**config.mk**
```make
export PLATFORM = sky130hd
export DESIGN_NAME = imm_table_ctrl
export DESIGN_NICKNAME = d
export VERILOG_FILES = /design/src/rtl/imm_pkg.sv /design/src/rtl/imm_regfile.sv /design/src/rtl/imm_table_ctrl.sv
export SDC_FILE = /design/constraint.sdc
export NUM_CORES = 1
export LEC_CHECK = 0
export BUFFER_PORTS_ARGS = -buffer_cell sky130_fd_sc_hd__clkbuf_2
export CORE_ASPECT_RATIO = 1.1
export CORE_MARGIN = 4
export CORE_UTILIZATION = 59
export DETAILED_ROUTE_END_ITERATION = 10
export PLACE_DENSITY = 0.85
export RECOVER_POWER = 25
export SYNTH_ARGS = -nofsm -noshare
export SYNTH_HDL_FRONTEND = slang
export SYNTH_SLANG_ARGS = --single-unit
```
**constraint.sdc**
```tcl
create_clock -name clk -period 2.1 [get_ports clk]
set_input_delay 0.21 -clock clk [delete_from_list [all_inputs] [get_ports clk]]
set_output_delay 0.21 -clock clk [all_outputs]
set_load 0.005 [all_outputs]
```
**src/rtl/imm_pkg.sv**
```systemverilog
// Shared types and constants for the writable immediate table.
// The default immediate set is reloaded at boot and on restore.
package imm_pkg;

  localparam int unsigned IMM_ENTRIES = 8;
  localparam int unsigned IMM_W       = 8;
  localparam int unsigned IMM_IDX_W   = 3;

  typedef enum logic [1:0] {
    INIT   = 2'd0,
    RUN    = 2'd1,
    LOCKED = 2'd2
  } imm_state_t;

  localparam logic [IMM_W-1:0] IMM_DEFAULT [IMM_ENTRIES] = '{
    8'h00, 8'h01, 8'h1E, 8'h05, 8'hF8, 8'h54, 8'hE2, 8'hFF
  };

  function automatic logic [IMM_W-1:0] imm_default(input logic [IMM_IDX_W-1:0] idx);
    return IMM_DEFAULT[idx];
  endfunction

endpackage

```
**src/rtl/imm_regfile.sv**
```systemverilog
// 8x8 immediate storage: one write port, one registered write-first read port.
module imm_regfile
  import imm_pkg::*;
(
  input  logic                 clk,
  input  logic                 reset,
  input  logic                 we,
  input  logic [IMM_IDX_W-1:0] waddr,
  input  logic [IMM_W-1:0]     wdata,
  input  logic                 re,
  input  logic [IMM_IDX_W-1:0] raddr,
  output logic [IMM_W-1:0]     rdata
);

  logic [IMM_W-1:0] mem [IMM_ENTRIES];

  always_ff @(posedge clk) begin
    if (we) begin
      mem[waddr] <= wdata;
    end
  end

  // A same-cycle write to the read index bypasses storage.
  always_ff @(posedge clk) begin
    if (reset) begin
      rdata <= '0;
    end else if (re) begin
      rdata <= (we && (waddr == raddr)) ? wdata : mem[raddr];
    end
  end

endmodule

```
**src/rtl/imm_table_ctrl.sv**
```systemverilog
// Immediate table controller: boot/restore loader, decode lookups, config writes.
// Optional write lock is enabled by defining IMM_WR_LOCK_EN.
module imm_table_ctrl
  import imm_pkg::*;
(
  input  logic       clk,
  input  logic       reset,
  input  logic       rd_en,
  input  logic [2:0] rd_idx,
  output logic [7:0] immed,
  output logic       imm_valid,
  input  logic       wr_valid,
  input  logic [2:0] wr_idx,
  input  logic [7:0] wr_data,
  output logic       wr_ready,
  input  logic       restore,
  input  logic       lock,
  output logic       init_done
);

  imm_state_t           state;
  logic [IMM_IDX_W-1:0] cnt;
  logic                 load_we;
  logic                 cfg_we;
  logic                 rf_we;
  logic [IMM_IDX_W-1:0] rf_waddr;
  logic [IMM_W-1:0]     rf_wdata;
  logic                 rf_re;

`ifdef IMM_WR_LOCK_EN
  logic ret_locked;
`else
  logic unused_lock;
  assign unused_lock = lock;
`endif

  assign init_done = (state != INIT);
  assign wr_ready  = (state == RUN);

  assign load_we = (state == INIT);
  assign cfg_we  = wr_valid && wr_ready;

  // Reset suppresses any write in its cycle, including the loader's.
  always_comb begin
    rf_we    = 1'b0;
    rf_waddr = wr_idx;
    rf_wdata = wr_data;
    if (!reset) begin
      if (load_we) begin
        rf_we    = 1'b1;
        rf_waddr = cnt;
        rf_wdata = imm_default(cnt);
      end else if (cfg_we) begin
        rf_we = 1'b1;
      end
    end
  end

  assign rf_re = rd_en && (state != INIT);

  imm_regfile u_regfile (
    .clk   (clk),
    .reset (reset),
    .we    (rf_we),
    .waddr (rf_waddr),
    .wdata (rf_wdata),
    .re    (rf_re),
    .raddr (rd_idx),
    .rdata (immed)
  );

  always_ff @(posedge clk) begin
    if (reset) begin
      state     <= INIT;
      cnt       <= '0;
      imm_valid <= 1'b0;
`ifdef IMM_WR_LOCK_EN
      ret_locked <= 1'b0;
`endif
    end else begin
      imm_valid <= rf_re;
      case (state)
        INIT: begin
          if (restore) begin
            cnt <= '0;
          end else begin
            cnt <= cnt + 3'd1;
            if (cnt == 3'(IMM_ENTRIES - 1)) begin
`ifdef IMM_WR_LOCK_EN
              state <= ret_locked ? LOCKED : RUN;
`else
              state <= RUN;
`endif
            end
          end
        end
        RUN: begin
          if (restore) begin
            state <= INIT;
            cnt   <= '0;
`ifdef IMM_WR_LOCK_EN
          end else if (lock) begin
            state      <= LOCKED;
            ret_locked <= 1'b1;
`endif
          end
        end
`ifdef IMM_WR_LOCK_EN
        LOCKED: begin
          if (restore) begin
            state <= INIT;
            cnt   <= '0;
          end
        end
`endif
        default: begin
          state <= INIT;
          cnt   <= '0;
        end
      endcase
    end
  end

endmodule
```
Yosys cells after proc, flatten, opt, wreduce, memory -nomap -nowiden
Memories as Yosys holds them, arrays and structs flattened. A register that Yosys moved wholly into a read port is not among the register bits.
Cells that the tools add are included.
{ "totals": {"regBits": 6, "mem_bits_rw": 64, "romBits": 64, "inputBits": 20, "output_inout_bits": 11, "word_cells": 36, "mem_count": 2} }
{ "op_classes": {"add_sub_neg": 1, "n_lt_le_gt_ge": 1, "n_eq_ne": 5, "n_mux": 18, "n_bitwise": 1, "reduce_logical": 5} }
{ "memory_table": {"columns": ["memory", "depth", "word_bits", "rd", "rd_ports_with_merged_regs", "wr", "line", "source"], "rows": [
  ["(no name shown)", 8, 8, 1, 0, 0, "imm_pkg.sv:20", "return IMM_DEFAULT[idx];"],
  ["u_regfile.mem", 8, 8, 1, 1, 1, "imm_regfile.sv:15", "logic [IMM_W-1:0] mem [IMM_ENTRIES];"]
]} }
{ "op_table": {"columns": ["cell", "count"], "rows": [
  ["$mux W8", 4],
  ["$mux W3", 4],
  ["$mux W2", 3],
  ["$pmux W3 S2", 1],
  ["$mux W1", 5],
  ["$ge A4 B4 Y1 const B", 1],
  ["$ne A2 B1 Y1 const B", 2],
  ["$not A3 Y4", 1],
  ["$pmux W2 S2", 1],
  ["$add A3 B1 Y3 const B", 1],
  ["$eq A3 B3 Y1 const B", 1],
  ["$reduce_and A3 Y1", 1],
  ["$eq A2 B1 Y1 const B", 1],
  ["$logic_and A1 B1 Y1", 2],
  ["$logic_not A2 Y1", 1],
  ["$ne A2 B2 Y1 const B", 1],
  ["$reduce_bool A2 Y1", 1]
]} }

Longest topological paths before layout
Gate-level depths: netlist of the first run.
{ "logic_depth": {"depth_word": 7, "mapped_depth": 7, "ltp_nobuf": 5} }

By module
A second synthesis of the first run with hierarchy kept.
{ "unflattened": {"hier_cells": 205, "area_unflattened_um2": 3373.2} }
{ "modules_own_cells": {"columns": ["module", "n_inst", "cells_each", "area_each_um2", "seq_area_each_um2"], "rows": [
  ["imm_regfile", 1, 148, 2891.5, 2082.0],
  ["imm_table_ctrl", 1, 57, 481.7, 100.1]
]} }

Least setup slack after synthesis of the first run
OpenSTA, ideal clock, no wires.
{ "synth_timing": {"path_kind": "register to register", "from": "reg state[0]", "to": "reg u_regfile.rdata[1] (read register of u_regfile.mem)", "setup_time_ps": 122, "t_arrival_ps": 1746, "t_required_ps": 1978, "path_slack_ps": 232, "path_stages_with_launch": 8, "path_buffers": 2, "synth_period_minus_slack_ps": 1868, "path_cell_list": "dfxtp_1 buf_6 or2_1 buf_6 mux2i_4 xnor2_1 nor4_1 a221o_1"} }
{ "synth_between": {"elab_chain_len": 2} }
{ "synth_rtl": {"columns": ["element", "line", "source"], "rows": [
  ["from (decl)", "imm_table_ctrl.sv:21", "imm_state_t state;"],
  ["from (signal assigned)", "imm_table_ctrl.sv:74", "state <= INIT;"],
  ["from (signal assigned)", "imm_table_ctrl.sv:92", "state <= RUN;"],
  ["from (signal assigned)", "imm_table_ctrl.sv:99", "state <= INIT;"],
  ["$reduce_bool A2 Y1", "imm_table_ctrl.sv:59", "assign rf_re = rd_en && (state != INIT);"],
  ["$logic_and A1 B1 Y1", "imm_table_ctrl.sv:59", null],
  ["to (decl)", "imm_regfile.sv:12", "output logic [IMM_W-1:0] rdata"]
]} }
Every way passes these cells.
A chain may end at the register's enable or synchronous reset.

Worst setup path in the final report of the first run
{ "layout_timing": {"from": "reg state[0]", "to": "mem u_regfile.mem[2][1] (enable)"} }
{ "layout_between": {"elab_chain_len": 7, "elab_cells_between_ends": 10, "cone_classes": "eq/ne (1); mux (7); reduce/logical (2)"} }
{ "layout_rtl": {"columns": ["element", "line", "source"], "rows": [
  ["$eq A2 B1 Y1", "imm_table_ctrl.sv:38", "assign wr_ready = (state == RUN);"],
  ["$logic_and A1 B1 Y1", "imm_table_ctrl.sv:41", "assign cfg_we = wr_valid && wr_ready;"],
  ["$mux W1", "imm_table_ctrl.sv:53", "end else if (cfg_we) begin"],
  ["$mux W1", "imm_table_ctrl.sv:49", "if (load_we) begin"],
  ["$mux W1", "imm_table_ctrl.sv:48", "if (!reset) begin"],
  ["$mux W1", "imm_regfile.sv:18", "if (we) begin"],
  ["$mux W1 (implied by the code)", "imm_regfile.sv:19", "mem[waddr] <= wdata;"],
  ["to (decl)", "imm_regfile.sv:15", null]
]} }
Parallel ways exist; a longest one is shown, timed or not.

==> impl_metrics.env, run 1 <==
export IMPL_status="complete, no violations"
export IMPL_max_freq_ghz=0.4993
export IMPL_synth_flop_cell="edfxtp_1"
export IMPL_portBuffers=29
export IMPL_synth_area_leader_cell="edfxtp_1"
export IMPL_synth_edf_count=64
export IMPL_finish_utilization_pct=70.45
export IMPL_vias=2209
export IMPL_row_count=28
export IMPL_crit_start="state[0]"
export IMPL_netlist_area_um2=3400
export IMPL_initial_core_util_pct=61.81
export IMPL_p_int_mw=2.346
export IMPL_cp_max_fo=13
export IMPL_hpwl_mm=5.011
export IMPL_grt_usage_pct=22.10
export IMPL_yosysSeqAreaShare_pct=64.19
export IMPL_die_area_um2=7042
export IMPL_path_delay_family="simple AND/OR/NAND/NOR gates"
export IMPL_overflow=0
export IMPL_cts_hold_fix_buffers=0
export IMPL_final_nets=303
export IMPL_n_antenna_cell=0
export IMPL_period_share_pct=95.37
export IMPL_syn_inst=235
export IMPL_syn_nets=260
export IMPL_fp_dieH_um=87.61
export IMPL_critPathRequiredTime_ns=2.08
export IMPL_critPathSlowestCell="nor2_1"
export IMPL_crit_end="u_regfile.mem[2][1]"
export IMPL_path_buf_inv=1
export IMPL_report_final_slew_viol_count=0
export IMPL_hp_class="in -> reg"
export IMPL_area_delta_synth_final_pct=13.99
export IMPL_synth_area_top_cells="edfxtp_1 57%, mux4_2 11%, dfxtp_1 7.7%"
export IMPL_die_x_um=80.38
export IMPL_drt_antenna_violating_nets=0
export IMPL_cts_setup_buffers=0
export IMPL_grt_pass1_vias=2195
export IMPL_seq_power_share_pct=55.3
export IMPL_max_cap_violations=0
export IMPL_clock_latency_ns=0.35
export IMPL_netlist_area_leader_share_pct=56.53
export IMPL_setup_violations=0
export IMPL_grt_max_degree=15
export IMPL_peakVddDrop_mv=0.4772
export IMPL_p_clk_share_pct=36.5
export IMPL_period_needed_ns=2.003
export IMPL_path_class="reg -> reg"
export IMPL_synth_top_cells_by_count="64 x edfxtp_1, 30 x nand2_1, 16 x mux4_2, 15 x a21oi_1, 14 x nor2_1"
export IMPL_async_reset_ff_share_pct=0
export IMPL_core_area_um2=5500
export IMPL_grt_pass1_wl_mm=11.17
export IMPL_worstPathArrival_ns=1.98
export IMPL_p_sw_mw=0.7254
export IMPL_r2r_start="state[0]"
export IMPL_reg2reg_depth=4
export IMPL_drt_initial_drc_count=203
export IMPL_place_gp_congestion=0.8796
export IMPL_cts_root_buf="clkbuf_8"
export IMPL_synth_most_common_cell="edfxtp_1"
export IMPL_powerDensity_nw_per_um2=792.6
export IMPL_rr_endpoint="u_regfile.mem[2][1]"
export IMPL_viasPerCell=6.170
export IMPL_ys_types=40
export IMPL_fin_skew_ns=0.009173
export IMPL_drcViolationCount=0
export IMPL_wirelength_mm=7.123
export IMPL_stdcell_count=358
export IMPL_end_kind="register"
export IMPL_crit_chain="buf_4 > nor2_4 > a31oi_1 > nor2_1"
export IMPL_numCtsBuffers=9
export IMPL_grt_antenna_before_repair=0
export IMPL_clock_path_buffers=2
export IMPL_ios=31
export IMPL_cp_start_kind="register"
export IMPL_holdWs_ns=0.05954
export IMPL_final_hold_viol_count=0
export IMPL_ys_ff_latch=77
export IMPL_swShare_pct=23.62
export IMPL_path_clk_slew_ns=0.08
export IMPL_cts_sinks=77
export IMPL_reg2reg_slack_ns=0.1
export IMPL_p_leak_nw=1.366
export IMPL_tightest_slew_ns=0.8721
export IMPL_h_tree_depth=3
export IMPL_slew_headroom_pct=41.65
export IMPL_syn_area_per_cell_um2=14.47
export IMPL_tritoncts="built"
export IMPL_comb_power_share_pct=8.3
export IMPL_yosysWarnings=0
export IMPL_drtPass1Iterations=5
export IMPL_cpPeakStageDelay_ns=0.70
export IMPL_dpl_cell_count=342
export IMPL_drive_above_1_share_pct=28.27
export IMPL_wl_per_cell_um=19.90
export IMPL_cp_num_cells=4
==> what timing repair did <==
action	in CTS	in global routing
resized for setup	0	2
endpoints found under the setup margin	0	10
endpoints found under the hold margin	0	0
==> sequential cells by signal (all words and copies together), names as in the netlist <==
name             cells
state                1
u_regfile.rdata      8
cnt                  3
u_regfile.mem       64
imm_valid            1
==> power by group through the flow <==
stage               Sequential (mW)  Combinational (mW)  Clock, mW
floorplan                      1.73               0.165          0
global placement               1.73               0.240          0
detailed placement             1.73               0.249          0
CTS                            1.70               0.251       1.13
global route                   1.70               0.276       1.22
finish                         1.70               0.254       1.12
==> worst register-to-register path, cell delays in order (launching register included) <==
cell and delay, ns:
dfxtp_1 0.32, buf_4 0.19, nor2_4 0.24, a31oi_1 0.18
nor2_1 0.70
==> cell usage in the layout, fill, tap and decap left out, types with 2 or more instances in the layout <==
| cell | Yosys | final |
|---|---|---|
| mux2i_1 | 2 | 2 |
| o21ai_0 | 5 | 5 |
| dfxtp_1 | 13 | 13 |
| nor4_1 | 2 | 2 |
| mux4_2 | 16 | 16 |
| xnor2_1 | 2 | 2 |
| nand2_1 | 30 | 30 |
| o31ai_1 | 5 | 5 |
| clkbuf_1 | 5 | 6 |
| clkbuf_2 | 0 | 27 |
| inv_1 | 6 | 6 |
| clkinv_1 | 0 | 2 |
| nor3_1 | 9 | 9 |
| buf_4 | 1 | 13 |
| mux2_2 | 4 | 4 |
| a31oi_1 | 4 | 4 |
| edfxtp_1 | 64 | 64 |
| a221o_1 | 3 | 3 |
| ha_1 | 5 | 5 |
| nor2_1 | 14 | 13 |
| a21oi_1 | 15 | 15 |
| clkbuf_8 | 0 | 9 |
| nand2b_1 | 4 | 4 |
==> final cells by class <==
type,count,area (um^2)
repair buffers,46,255.2
well taps,75,93.84
fillers,350,1625
multi-input cells,138,1124
clock inverters,7,73.82
flip-flops and latches,77,2182
inverters,6,22.52
clock buffers,9,123.9
==> worst min path at each step <==
| stage | start | end | slack, ns | cells after the start |
|---|---|---|---|---|
| after global placement | restore | cnt[2] | 0.42 | 2 |
| after detailed placement | restore | cnt[2] | 0.42 | 2 |
| after global routing | restore | cnt[1] | 0.06 | 2 |
| after CTS | restore | cnt[2] | 0.04 | 2 |
| final | restore | cnt[1] | 0.06 | 2 |
| after floorplan | restore | cnt[1] | 0.29 | 1 |
==> cells by family (layout without fill, tap and decap cells) <==
group / after synthesis / after routing / share of synthesized area, %
AOI/OAI and AO/OA: 41 / 41 / 7.950
buffers and inverters: 20 / 68 / 3.165
xor gates and xnor gates: 3 / 3 / 0.9940
adders and majority gates: 5 / 5 / 1.840
and+or+nand+nor: 66 / 66 / 8.686
muxes: 23 / 23 / 13.18
DFF: 77 / 77 / 64.19
==> metal layers <==
layer	part of all wire [%]	wire, um	track usage [%]
met3	8.6	613	4.835
met1	38	2673	27.73
met5	0	0	0
met4	3.3	235	10.45
met2	51	3600	36.82
==> through the flow <==
step | area [um^2] | setup TNS [ns] | power [mW] | setup WS, ns
finish | 3875 | 0 | 3.071 | 0.09728
global route | 3875 | -0.2414 | 3.191 | -0.03774
CTS | 3879 | 0 | 3.081 | 0.07139
detailed placement | 3681 | 0 | 1.981 | 0.07419
global placement | 3681 | 0 | 1.970 | 0.1890
floorplan | 3400 | 0 | 1.893 | 0.2325
(Power assumes the default switching activity.)
==> run 2: changes to the inputs <==
CORE_UTILIZATION = 63   (was 59)
PLACE_DENSITY = 0.91   (was 0.85)
clock period = 2.53 ns   (was 2.1 ns; I/O delays follow)
==> run 2 against run 1 <==
Cell count is 2.2% lower; die area down 5.7%; clock power down 16%; critical path depth grew 2; sequential power is 17% lower; sequential cell count stayed put; non-clock buffer count is 5 lower; final area shrank 1.1%; total power decreased by 17%; worst setup slack gained 0.27 ns.
==> impl_metrics.env, run 2 (synthesis results as in run 1) <==
export IMPL_cts_resized=0
export IMPL_cts_sinks=77
export IMPL_status="complete, no violations"
export IMPL_worstPathArrival_ns=2.39
export IMPL_setup_tns_final_ns=0
export IMPL_holdWs_ns=0.09799
export IMPL_final_cell_mix="64 x edfxtp_1, 30 x nand2_1, 26 x clkbuf_2"
export IMPL_area_delta_synth_final_pct=12.70
export IMPL_path_class="reg -> reg"
export IMPL_power_total_mw=2.556
export IMPL_end_kind="register"
export IMPL_clock_latency_ns=0.35
export IMPL_report_final_slew_viol_count=0
export IMPL_final_nets=298
export IMPL_hp_start="restore"
export IMPL_critPathRequiredTime_ns=2.76
export IMPL_tritoncts="built"
export IMPL_cpPeakStageDelay_ns=0.49
export IMPL_drive_above_1_share_pct=27.34
export IMPL_wirelength_mm=7.567
export IMPL_max_freq_ghz=0.4632
export IMPL_numCtsBuffers=9
export IMPL_hp_class="in -> reg"
export IMPL_reg_top3="u_regfile.mem (64), u_regfile.rdata (8), cnt (3)"
export IMPL_final_hold_viol_count=0
export IMPL_peakVddDrop_mv=0.4192
export IMPL_wl_per_cell_um=21.62
export IMPL_multi_input_area_um2=1110
export IMPL_cts_hold_fix_buffers=0
export IMPL_core_area_um2=5101
export IMPL_grt_pass1_wl_mm=11.99
export IMPL_r2r_start="state[0]"
export IMPL_clock_path_buffers=2
export IMPL_initial_core_util_pct=66.64
export IMPL_drt_initial_drc_count=243
export IMPL_row_count=27
export IMPL_p_clk_share_pct=36.6
export IMPL_rsz0062_at_grt="no"
export IMPL_top_register="u_regfile.mem"
export IMPL_crit_start="state[0]"
export IMPL_viasPerCell=6.311
export IMPL_portBuffers=29
export IMPL_path_buf_inv=1
export IMPL_grt_antenna_before_repair=0
export IMPL_final_common_cell="edfxtp_1"
export IMPL_fp_dieH_um=85.05
export IMPL_tightest_slew_ns=0.8830
export IMPL_h_tree_depth=3
export IMPL_period_needed_ns=2.159
export IMPL_seq_area_um2=2182
export IMPL_seq_power_share_pct=55.2
export IMPL_hpwl_mm=5.190
export IMPL_n_fill_cell=307
export IMPL_reg2reg_slack_ns=0.37
export IMPL_setup_slack_ns=0.3712
export IMPL_fin_skew_ns=0.008238
export IMPL_path_clk_slew_ns=0.08
export IMPL_cp_max_fo=10
export IMPL_die_area_um2=6637
export IMPL_comb_power_share_pct=8.2
export IMPL_max_cap_violations=0
export IMPL_n_antenna_cell=0
export IMPL_path_delay_family="compound AO/OA/AOI/OAI gates"
export IMPL_period_share_pct=85.33
export IMPL_drtPass1Iterations=5
export IMPL_swShare_pct=22.26
export IMPL_crit_chain="or2_1 > buf_4 > a21boi_1 > a221oi_2 > nand2_2 > a221o_1"
export IMPL_overflow=0
export IMPL_grt_usage_pct=24.83
export IMPL_critPathSlowestCell="a221oi_2"
export IMPL_slew_headroom_pct=40.91
export IMPL_dp_slack_ns=0.3830
export IMPL_drt_antenna_violating_nets=0
export IMPL_powerDensity_nw_per_um2=667.3
export IMPL_rr_endpoint="u_regfile.rdata[1]"
export IMPL_cts_root_buf="clkbuf_8"
export IMPL_hold_depth=2
export IMPL_place_gp_congestion=0.9326
export IMPL_largest_reg_flops=64
export IMPL_reg2reg_depth=6
export IMPL_die_x_um=78.04
export IMPL_ios=31
export IMPL_setup_violations=0
export IMPL_p_sw_mw=0.5689
export IMPL_drcViolationCount=0
export IMPL_grt_pass1_vias=2235
export IMPL_cts_setup_buffers=0
export IMPL_cp_start_kind="register"
export IMPL_whs_endpoint="cnt[1]"
export IMPL_grt_max_degree=20
export IMPL_p_int_mw=1.987
export IMPL_p_leak_nw=1.351
export IMPL_vias=2209
[run 2: cell types whose count changed in the layout (fill, tap and decap cells not counted), sizes merged]
cell | previous run | this run
buf | 13 | 10
inv | 8 | 6
clkbuf | 42 | 43
clkinv | 3 | 2
[run 2: worst max path at each step]
stage | endpoint | slack [ns] | cells past startpoint
6_report | u_regfile.rdata[1] | 0.37 | 6
5_1_grt | u_regfile.rdata[1] | 0.20 | 6
4_1_cts | u_regfile.mem[3][5] | 0.37 | 4
3_5_place_dp | u_regfile.mem[3][0] | 0.38 | 5
3_3_place_gp | u_regfile.mem[1][3] | 0.47 | 4
2_1_floorplan | u_regfile.rdata[1] | 0.66 | 7
[run 2: area by class of cell]
cell class / instances / share of cell area, %
clock buffers: 12 / 4.050
clock inverters: 4 / 1.241
inverters: 6 / 0.5879
multi-input cells: 138 / 28.97
flip-flops and latches: 77 / 56.96
well taps: 72 / 2.351
repair buffers: 41 / 5.846
[run 2: metal layers]
metal | track usage (%) | vias up | routed length [um]
met1 | 30.71 | 1079 | 3022
met5 | 0 | - | 0
met2 | 39.88 | 126 | 3734
li1 | - | 972 | -
met4 | 13.83 | 0 | 316
met3 | 6.582 | 32 | 494
[run 2: stage by stage]
step	instance area (um^2)	instances	util, %
after floorplan	3400	235	-
after global placement	3640	334	71.35
after detailed placement	3640	334	71.35
after CTS	3842	350	75.33
after global routing	3831	350	75.10
final	3831	350	75.10
[run 2: power groups by stage]
stage	clock (mW)	combinational [mW]	sequential, mW
after floorplan	0	0.137	1.43
after global placement	0	0.194	1.44
after detailed placement	0	0.205	1.44
after CTS	0.950	0.206	1.41
after global routing	1.01	0.226	1.41
final	0.937	0.209	1.41
